File: src/rtl/bridge_fifo_pkg.sv
// bridge_fifo_pkg: status FSM encoding and default address width for the bridge FIFO controller.
package bridge_fifo_pkg;
  localparam int ASIZE_DEF = 5;
  typedef enum logic [1:0] {EMPTY = 2'b00, ACTIVE = 2'b01, FULL = 2'b10} state_e;
endpackage

File: src/rtl/fifo_ptr_cnt.sv
// fifo_ptr_cnt: wrap counter with increment, synchronous clear and sync active-low reset.
module fifo_ptr_cnt #(
  parameter int W = 6
) (
  input  logic         clk_i,
  input  logic         rst_ni,
  input  logic         clr_i,
  input  logic         inc_i,
  output logic [W-1:0] ptr_o
);
  logic [W-1:0] ptr_q;
  always_ff @(posedge clk_i)
    ptr_q <= (!rst_ni || clr_i) ? '0 : ptr_q + W'(inc_i);
  assign ptr_o = ptr_q;
endmodule

File: src/rtl/bridge_fifo_ctrl.sv
// bridge_fifo_ctrl: pointer, occupancy and status control for an external dual-port FIFO memory.
module bridge_fifo_ctrl
  import bridge_fifo_pkg::*;
#(
  parameter int ASIZE    = ASIZE_DEF,
  parameter int AF_LEVEL = 2**ASIZE-2
) (
  input  logic             hclk,
  input  logic             hresetn,
  input  logic             push,
  input  logic             pop,
  input  logic             flush,
  output logic             wclk_en,
  output logic             rclk_en,
  output logic [ASIZE-1:0] waddr,
  output logic [ASIZE-1:0] raddr,
  output logic             wfull,
  output logic             rempty,
  output logic             almost_full,
  output logic [ASIZE:0]   count,
  output logic             overflow,
  output logic             underflow
);
  localparam logic [ASIZE:0] DEPTH = (ASIZE+1)'(2**ASIZE);
  localparam logic [ASIZE:0] AF    = (ASIZE+1)'(AF_LEVEL);
  state_e         state_q, state_d;
  logic [ASIZE:0] wptr, rptr, count_q, count_d;
  logic           af_q, overflow_q, underflow_q;
  assign wclk_en = hresetn && push && !wfull && !flush;
  assign rclk_en = hresetn && pop && !rempty && !flush;
  assign count_d = count_q + (ASIZE+1)'(wclk_en) - (ASIZE+1)'(rclk_en);
  // Occupancy alone decides the next status: it can only cross 0 or DEPTH by one step.
  assign state_d = (count_d == '0) ? EMPTY : (count_d == DEPTH) ? FULL : ACTIVE;
  always_ff @(posedge hclk) begin
    if (!hresetn || flush) begin
      state_q     <= EMPTY;
      count_q     <= '0;
      af_q        <= 1'b0;
      overflow_q  <= 1'b0;
      underflow_q <= 1'b0;
    end else begin
      state_q     <= state_d;
      count_q     <= count_d;
      af_q        <= count_d >= AF;
      overflow_q  <= overflow_q | (push & wfull);
      underflow_q <= underflow_q | (pop & rempty);
    end
  end
  fifo_ptr_cnt #(.W(ASIZE+1)) u_wptr (.clk_i(hclk), .rst_ni(hresetn), .clr_i(flush), .inc_i(wclk_en), .ptr_o(wptr));
  fifo_ptr_cnt #(.W(ASIZE+1)) u_rptr (.clk_i(hclk), .rst_ni(hresetn), .clr_i(flush), .inc_i(rclk_en), .ptr_o(rptr));
  assign waddr       = wptr[ASIZE-1:0];
  assign raddr       = rptr[ASIZE-1:0];
  assign wfull       = state_q == FULL;
  assign rempty      = state_q == EMPTY;
  assign almost_full = af_q;
  assign count       = count_q;
  assign overflow    = overflow_q;
  assign underflow   = underflow_q;
  a_ptr_count: assert property (@(posedge hclk) disable iff (!hresetn) (wptr - rptr) == count_q);
endmodule

File: config.mk
export PLATFORM = sky130hd
export DESIGN_NAME = bridge_fifo_ctrl
export DESIGN_NICKNAME = d
export VERILOG_FILES = /design/src/rtl/bridge_fifo_pkg.sv /design/src/rtl/fifo_ptr_cnt.sv /design/src/rtl/bridge_fifo_ctrl.sv
export SDC_FILE = /design/constraint.sdc
export NUM_CORES = 1
export LEC_CHECK = 0
export CORE_UTILIZATION = 42
export DETAILED_ROUTE_END_ITERATION = 10
export PLACE_DENSITY_LB_ADDON = 0.08
export SETUP_SLACK_MARGIN = 0.05
export SLEW_MARGIN = 10
export SYNTH_ARGS = -nofsm -noshare
export SYNTH_HDL_FRONTEND = slang
export SYNTH_HIERARCHICAL = 1
export SYNTH_SLANG_ARGS = --single-unit
File: constraint.sdc
create_clock -name hclk -period 7 [get_ports hclk]
set_input_delay 1.05 -clock hclk [delete_from_list [all_inputs] [get_ports hclk]]
set_output_delay 1.05 -clock hclk [all_outputs]
set_load 0.005 [all_outputs]
# Yosys cells after proc, flatten, opt, wreduce, memory -nomap -nowiden
# Cells that the tools add are included.
# W data, S select, Z words.
# totals
register_bits	23
latch_bits	0
ramBits	0
rom_bits	0
inputBits	5
output_inout_bits	23
elab_cells	33
n_memories	0
# classes
n_addsub	4
multipliers	0
div	0
n_lt_le_gt_ge	1
eq_ne	2
shifts	0
n_mux	1
bitwise	4
n_reduce_logical	14
# ops
cell	count
$add A6 B1 Y6	3
$eq A6 B6 Y1 const B	1
$ge A6 B5 Y1 const B	1
$logic_and A1 B1 Y1	6
$logic_not A6 Y1	1
$sub A6 B1 Y6	1
$logic_not A1 Y1	4
$and A1 B1 Y1	2
$eq A2 B2 Y1 const B	1
$logic_not A2 Y1	1
$mux W2	1
$or A1 B1 Y1	2
$reduce_or A2 Y1	1
$logic_or A1 B1 Y1	1

# Logic depth before layout (Yosys ltp)
# logic_depth
depth_word	8
mapped_depth	13
ltp_nobuf	12

# Cells and area by module
# The synthesis kept the hierarchy.
# by_module_without_submodules
mod	instances	cells_each	area_per_inst_um2	seq_area_each_um2
bridge_fifo_ctrl	1	64	560.5	220.2
fifo_ptr_cnt	2	24	242.7	120.1

# Worst setup path before layout
# Ideal clock, no wire load.
# synth_path
kind	input to register
from	in flush
to	reg af_q, in the netlist almost_full
setup_time_ps	75
t_arrival_ps	3595
required_ps	6925
path_slack_ps	3330
cell_stages	13
path_buffers	1
path_cell_list	nand2b_1 clkbuf_1 nor3b_1 ha_1 inv_1 ha_1 inv_1 fa_1 nand2b_1 a21oi_2 xnor2_1 or4_1 o22ai_1
# synth_via
elab_cells_between_ends	7
classes_between	add/sub (2); order compare (1); reduce/logical (4)
# synth_lines
element	line	rtl
start: declaration	bridge_fifo_ctrl.sv:12	input logic flush,
$logic_not A1 Y1	bridge_fifo_ctrl.sv:30	assign rclk_en = hresetn && pop && !rempty && !flush;
$logic_and A1 B1 Y1	bridge_fifo_ctrl.sv:30	
named net rclk_en	bridge_fifo_ctrl.sv:14	output logic rclk_en,
$sub A6 B1 Y6	bridge_fifo_ctrl.sv:31	assign count_d = count_q + (ASIZE+1)'(wclk_en) - (ASIZE+1)'(rclk_en);
$ge A6 B5 Y1	bridge_fifo_ctrl.sv:44	af_q <= count_d >= AF;
end signal: assignment	bridge_fifo_ctrl.sv:38	af_q <= 1'b0;
end signal: assignment	bridge_fifo_ctrl.sv:44	
end: declaration	bridge_fifo_ctrl.sv:28	logic af_q, overflow_q, underflow_q;
# The timed path passes the listed nets, and every way through them passes these cells.
# A chain may end at the register's enable or synchronous reset.

# Worst setup path in the final report
# layout_path
from	in flush
to	reg af_q, in the netlist almost_full
# layout_via
elab_chain_len	5
elab_cells_between_ends	7
classes_between	add/sub (2); order compare (1); reduce/logical (4)
# layout_lines
element	line	rtl
$logic_not A1 Y1	bridge_fifo_ctrl.sv:29, bridge_fifo_ctrl.sv:30	
$logic_and A1 B1 Y1	bridge_fifo_ctrl.sv:29	assign wclk_en = hresetn && push && !wfull && !flush;
$add A6 B1 Y6	bridge_fifo_ctrl.sv:31	
$sub A6 B1 Y6	bridge_fifo_ctrl.sv:31	
$ge A6 B5 Y1	bridge_fifo_ctrl.sv:44	
# Parallel ways exist; a longest one is shown, timed or not.

==> results.cfg <==
[status]
status = complete, no violations

[timing]
grt_setup_unrepaired = false
finalSetupViolations = 0
tightest_slew_ns = 0.463
slew_headroom_pct = 69.1
setup_tns_ns = 0
max_freq_ghz = 0.248
skew_ns = 0.0167
hold_viol_final = 0
finalCritPeriodShare_pct = 57.5
finalCriticalPeriod_ns = 4.02
slew_violations = 0

[setup_path]
worstPathRequired_ns = 7.25
crit_path_start_kind = input port
critPathKind = input port to flip-flop
critPathCaptureType = flip-flop
critPathMaxFanout = 14
crit_arrival_ns = 4.28

[logic_synthesis]
syn_nets = 118
syn_inst = 102
yosysWarnings = 6
synthesis.area_um2 = 966
avgSynthCellArea_um2 = 9.47

[power]
p_leak_uw = 0.000503
irDropWorstVdd_mv = 0.130
p_per_area_mw_per_mm2 = 180
finalPower_uw = 234

[clocking]
cts_tree = done
cts-buffers-inserted = 3
cts_resized = 0
hold_buffers = 0
ctsHtreeMaxLevel = 1
max-clock-path-buffers = 2
cts_setup_buffers = 0
path_clk_slew_ns = 0.13
root_buffer = clkbuf_4
worstSkewPairLatency_ns = 0.31
clock-sinks = 21

[floorplanning]
io_pins = 28
rows = 16
die_area_mm2 = 0.00250
die_h_um = 50.0
core_area_mm2 = 0.00206
die_w_um = 50.0
initial_core_util_pct = 46.8

[grt]
grt_remaining_overflow = 0
grt_max_degree = 15
grt_pass1_vias = 683
grt_util_all_layers_pct = 16.0
antenna_found_initial = 0
grt_pass1_wl_um = 3000

[placed_design]
place_congestion = 0.751
dp_hpwl_um = 1380
port_buffers = 27

[layout]
drive_above_1_share_pct = 5.30
fin_nets = 149
fillers = 174
n_antenna_cell = 0
syn2layout_area_growth_pct = 34.2

[detailed_routing]
wl_per_cell_um = 10.9
drtIter0Drc = 7
drc = 0
wl_um = 1730
num_vias = 748
first_pass_iters = 4
antenna_left = 0
routed_via_density = 4.70

[job]
cap_violations = 0

[min_path]
hold_class = flip-flop to flip-flop
[power by group]
group / leakage [uW] / total [uW] / internal [uW] / switching (uW)
combinational: 0.000319 / 46.1 / 24.5 / 21.6
sequential: 0.000170 / 127 / 124 / 2.68
clock: 0.0000139 / 60.6 / 21.8 / 38.8
total: 0.000503 / 234 / 171 / 63.1
[state kept, by name, summed over array words and instances, names as in the netlist]
signal,count
overflow,1
state_q,2
underflow,1
count,6
u_rptr/ptr_o,5
almost_full,1
u_wptr/ptr_o,5
[worst max-delay path: stages]
cell and delay (ns):
clkdlybuf4s50_1 0.46, nand2b_1 0.37, nor3b_1 0.45, ha_1 0.30, inv_1 0.06, ha_1 0.15
inv_1 0.05, fa_1 0.39, nand2b_1 0.17, a21oi_2 0.14, xnor2_1 0.12, or4_1 0.43
o22ai_1 0.14
[layout by cell type (no fill, tap or decap)]
cell / instances
nor3b_1: 2
a31oi_1: 1
inv_1: 9
clkdlybuf4s50_1: 27
xnor2_1: 5
a21o_1: 1
nand3_1: 5
clkbuf_4: 3
o22ai_1: 1
nor3_1: 1
nand2b_1: 4
nor2b_1: 3
xor2_1: 6
a21oi_2: 1
dfxtp_1: 21
ha_1: 10
fa_1: 1
a21oi_1: 4
and3_1: 1
nand3_2: 2
or4_1: 1
nor2_1: 17
nand4_1: 1
and2_1: 4
clkinvlp_4: 1
[per-stage QoR]
step | cells | hold slack, ns | worst slack [ns] | util [%] | cell area, um2
floorplan | 102 | 0.460 | 3.33 | - | 966
global placement | 155 | 0.450 | 2.81 | 61.4 | 1270
detailed placement | 155 | 0.458 | 2.63 | 61.4 | 1270
CTS | 159 | 0.489 | 2.90 | 62.9 | 1300
global route | 159 | 0.526 | 2.67 | 62.9 | 1300
finish | 159 | 0.482 | 2.98 | 62.9 | 1300
[layout make-up]
class	instances	area [um2]	share of cell area (%)
Clock buffer	3	22.5	1.74
Clock inverter	1	7.51	0.579
Inverter	9	33.8	2.61
Multi-Input combinational cell	71	508	39.2
Sequential cell	21	420	32.4
Tap cell	27	33.8	2.61
Timing Repair Buffer	27	270	20.8
[metal layers]
metal / share of wire (%) / global-route usage [%]
met1: 50 / 22.5
met2: 43 / 23.4
met3: 6.5 / 6.79
met4: 0 / 1.43
met5: 0 / 0
[path summary, 6_finish.rpt]
kind	from	to	slack (ns)	cells past startpoint
worst min register to register	underflow$_SDFF_PP0_	underflow$_SDFF_PP0_	0.48	2
worst min-delay path	underflow$_SDFF_PP0_	underflow$_SDFF_PP0_	0.48	2
worst max register to register	state_q[0]$_SDFF_PP0_	almost_full$_SDFF_PP0_	4.18	12
worst max-delay path	flush	almost_full$_SDFF_PP0_	2.98	13
Note: power is estimated with default switching activity, not from simulation.
==> RTL edit 1: new RTL, same flow settings <==
The package constant `ASIZE_DEF` goes from 5 to 6.
--- a/src/rtl/bridge_fifo_pkg.sv
+++ b/src/rtl/bridge_fifo_pkg.sv
@@ -2,3 +2,3 @@
 package bridge_fifo_pkg;
-  localparam int ASIZE_DEF = 5;
+  localparam int ASIZE_DEF = 6;
   typedef enum logic [1:0] {EMPTY = 2'b00, ACTIVE = 2'b01, FULL = 2'b10} state_e;
Interface: changed (resized count, raddr and waddr); port bits go from 28 to 31. The function was not compared with the original's and may differ.
==> RTL edit 1 against the unedited design <==
Register-to-register slack better by 0.20 ns. Critical path depth is 1 higher. Sequential share of layout area is 1.7 points lower. Fmax is 1.6% higher. Sequential cell count is 3 higher. Worst setup slack better by 0.063 ns. First-iteration DRC count stayed put. Cell area is 21% higher. Wire length is 30% higher. Synthesized cell count is 24% higher. Synthesized area is 22% higher. Clock skew is 0.010 ns lower.
Power is not compared: it rests on default switching activity, and its combinational part moved more than twofold at a synthesized area within 25%.
==> RTL edit 1: results (changes against the unedited design) <==
outcome: "finished clean"  # unchanged
cellLeakagePower_uw: 0.000611
worst_ep_arrival_time_ns: 4.19  # was 4.28 ns
first_global_vias: 871  # was 683
h_tree_depth: 1  # unchanged
worst_skew_late_latency_ns: 0.32
deepest_clock_path_buffer_count: 2  # unchanged
fin_worst_skew_ns: 0.00652  # was 0.0167 ns
grt_first_pass_wirelength_um: 3580  # was 3000 µm
cts.root.buffer_cell: "clkbuf_4"  # unchanged
layout-drive-gt1-share: 0.0692  # was 0.0530
net-switching-power_uw: 110
post_cts_resize_count: 0  # unchanged
finalNetCount: 177  # was 149
maxSlewHeadroom: 0.701  # was 0.691
antenna_found_initial: 0  # unchanged
final.fill_count: 241  # was 174
clkSlewWorstSetupHoldPaths_ns: 0.14
timing.critical_path.slowest_cell_delay_ns: 0.54  # was 0.46 ns
crit_path_top_delay_cell: "clkdlybuf4s50_1"  # unchanged
postCtsSetupBuffers: 0  # unchanged
grt_max_degree: 15  # unchanged
yosys_warnings: 6  # unchanged
place_congestion: 0.842  # was 0.751
portBuffers: 30  # was 27
largest_register_ffs: 7  # was 6
place_hpwl_um: 1780  # was 1380 µm
vdd_drop_max_v: 0.000169
routed_wire_length_per_instance_um: 11.9  # was 10.9 µm
first_pass_iters: 4  # unchanged
insertedDiodeCount: 0  # unchanged
timing.critical_path.fanout_max: 8  # was 14
routed-via-count: 948  # was 748
synth_net_count: 143  # was 118
dr.first_iter.drc_count: 7  # unchanged
cts-buffers-inserted: 3  # unchanged
grtUsageTotal: 0.168  # was 0.160
holdCritPathClass: "flop to flop"  # unchanged
-- RTL edit 1: worst paths after layout --
check,slack [ns],to,cells after the start,from
worst min register to register,0.49,overflow,2,overflow
worst max-delay path,3.04,almost_full,14,hresetn
worst min-delay path,0.49,overflow,2,overflow
worst max register to register,4.38,almost_full,12,state_q[1]
-- RTL edit 1: stage by stage --
stage / instances / worst slack, ns / power (µW) / instance area, µm²
2_1_floorplan: 126 / 3.53 / 237 / 1180
5_1_grt: 189 / 2.82 / 410 / 1560
3_5_place_dp: 185 / 2.68 / 286 / 1510
4_1_cts: 189 / 3.03 / 388 / 1560
3_3_place_gp: 185 / 2.79 / 287 / 1510
6_report: 189 / 3.04 / 385 / 1560
-- RTL edit 1: area by class of cell --
class,count,area share
Clock buffer,3,0.0144
Clock inverter,1,0.0192
Inverter,9,0.0216
Multi-Input combinational cell,92,0.422
Sequential cell,24,0.307
Tap cell,30,0.0240
Timing Repair Buffer,30,0.192
-- RTL edit 1: worst max-delay path, delay by kind of cell --
family | cells | cell delay (ns)
simple gates | 5 | 0.95
buf+inv | 3 | 0.66
fa+ha+maj | 3 | 0.83
compound gates | 3 | 0.69
-- RTL edit 1: power groups by stage --
stage	sequential, µW	combinational, µW	clock (µW)
2_1_floorplan	161	75.5	0
3_3_place_gp	161	126	0
3_5_place_dp	161	125	0
4_1_cts	158	126	104
5_1_grt	160	140	110
6_report	158	126	101
-- RTL edit 1: metal layers --
layer / vias up / routed length, µm / GRT usage
met5: - / 0 / 0
met4: 0 / 23 / 0.0750
met3: 4 / 97 / 0.0355
met2: 19 / 1060 / 0.289
met1: 433 / 1060 / 0.200
li1: 492 / - / -
==> RTL edit 2: new RTL, same flow settings <==
Made on the original files. Register the output `count` once more, without a reset; this adds one clock of latency there. The other outputs are not delayed to match.
--- a/src/rtl/bridge_fifo_ctrl.sv
+++ b/src/rtl/bridge_fifo_ctrl.sv
@@ -55,3 +55,5 @@
   assign almost_full = af_q;
-  assign count       = count_q;
+  always_ff @(posedge hclk) begin
+    count <= count_q;
+  end
   assign overflow    = overflow_q;
Function: changed (Yosys sat finds a counterexample within 4 cycles, from zero or initial values).
==> RTL edit 2 against the unedited design <==
Power up 18%. Wire length increased by 10%. Non-clock buffer count unchanged. Sequential cell count grew 6. Register-to-register slack worse by 0.04 ns. The run now ends with design-rule violations left. Worst setup slack lost 0.064 ns. Synthesized area rose by 12%. Cell area is 9.4% higher.
==> RTL edit 2: results (changes against the unedited design) <==
outcome: "finished, violations left"  # was finished clean
violations_in_the_final_reports: "design-rule violations"
worst_slew_pin_slew_ns: 0.496  # was 0.463 ns
insertedDiodeCount: 0  # unchanged
grt_first_pass_wirelength_um: 2990  # was 3000 µm
grt_max_degree: 16  # was 15
net-switching-power_uw: 69.5  # was 63.1 µW
first_pass_iters: 7  # was 4
grtUsageTotal: 0.150  # was 0.160
hp-start: "count_q[0]"  # was underflow
synth_net_count: 124  # was 118
layout-drive-gt1-share: 0.0507  # was 0.0530
dr.first_iter.drc_count: 9  # was 7
vdd_drop_max_v: 0.000151  # was 0.000130 V
routed-via-count: 817  # was 748
fin_worst_skew_ns: 0.00256  # was 0.0167 ns
final.fill_count: 232  # was 174
timing.critical_path.fanout_max: 14  # unchanged
min_path_cells: 0  # was 2
worst-r2r-setup-slack_ns: 4.14  # was 4.18 ns
drcViolationCount: 1  # was 0
placement.setup.worst_slack_ns: 2.64  # was 2.63 ns
routed_wire_length_per_instance_um: 11.3  # was 10.9 µm
place_congestion: 0.772  # was 0.751
finalNetCount: 155  # was 149
place_hpwl_um: 1460  # was 1380 µm
cellLeakagePower_uw: 0.000555  # was 0.000503 µW
worst_ep_arrival_time_ns: 4.34  # was 4.28 ns
first_global_vias: 757  # was 683
[RTL edit 2: power by group through the flow]
stage	clock network (µW)	logic [µW]	registers, µW
3_5_place_dp	0	47.1	167
4_1_cts	68.3	47.4	164
5_1_grt	74.1	52.3	165
2_1_floorplan	0	27.3	167
6_report	64.6	47.7	164
3_3_place_gp	0	46.0	167
[RTL edit 2: worst max path at each step]
stage / end / slack [ns] / cells after the start
final: almost_full / 2.91 / 13
after global routing: almost_full / 2.71 / 13
after CTS: wclk_en / 2.90 / 4
after detailed placement: almost_full / 2.64 / 13
after global placement: almost_full / 2.78 / 13
after floorplan: almost_full / 3.33 / 13
[RTL edit 2: metal layers]
layer | vias to the layer above | part of all wire | track usage
met1 | 388 | 0.46 | 0.165
met3 | 2 | 0.044 | 0.0259
met2 | 15 | 0.48 | 0.259
li1 | 412 | - | -
met4 | 0 | 0.011 | 0.101
met5 | - | 0 | 0
[RTL edit 2: critical path: stages]
cell             delay, ns
clkdlybuf4s50_1       0.46
nand2b_1              0.39
nor3b_1               0.47
ha_1                  0.30
inv_1                 0.06
ha_1                  0.16
inv_1                 0.06
fa_1                  0.38
nand2b_1              0.17
a21oi_2               0.13
xnor2_1               0.13
or4_1                 0.43
o22ai_1               0.14
[RTL edit 2: final cells by class]
class / instances / area share
multi-input cells: 71 / 0.358
inverters: 9 / 0.0238
repair buffers: 27 / 0.191
clock buffers: 3 / 0.0159
clock inverters: 1 / 0.00353
well taps: 30 / 0.0265
flip-flops and latches: 27 / 0.381
[RTL edit 2: per-stage QoR]
step                std cells  area, µm²  hold WS (ns)
global placement          164       1390         0.343
floorplan                 108       1090         0.331
global route              168       1420         0.383
detailed placement        164       1390         0.343
CTS                       168       1420         0.365
finish                    168       1420         0.362
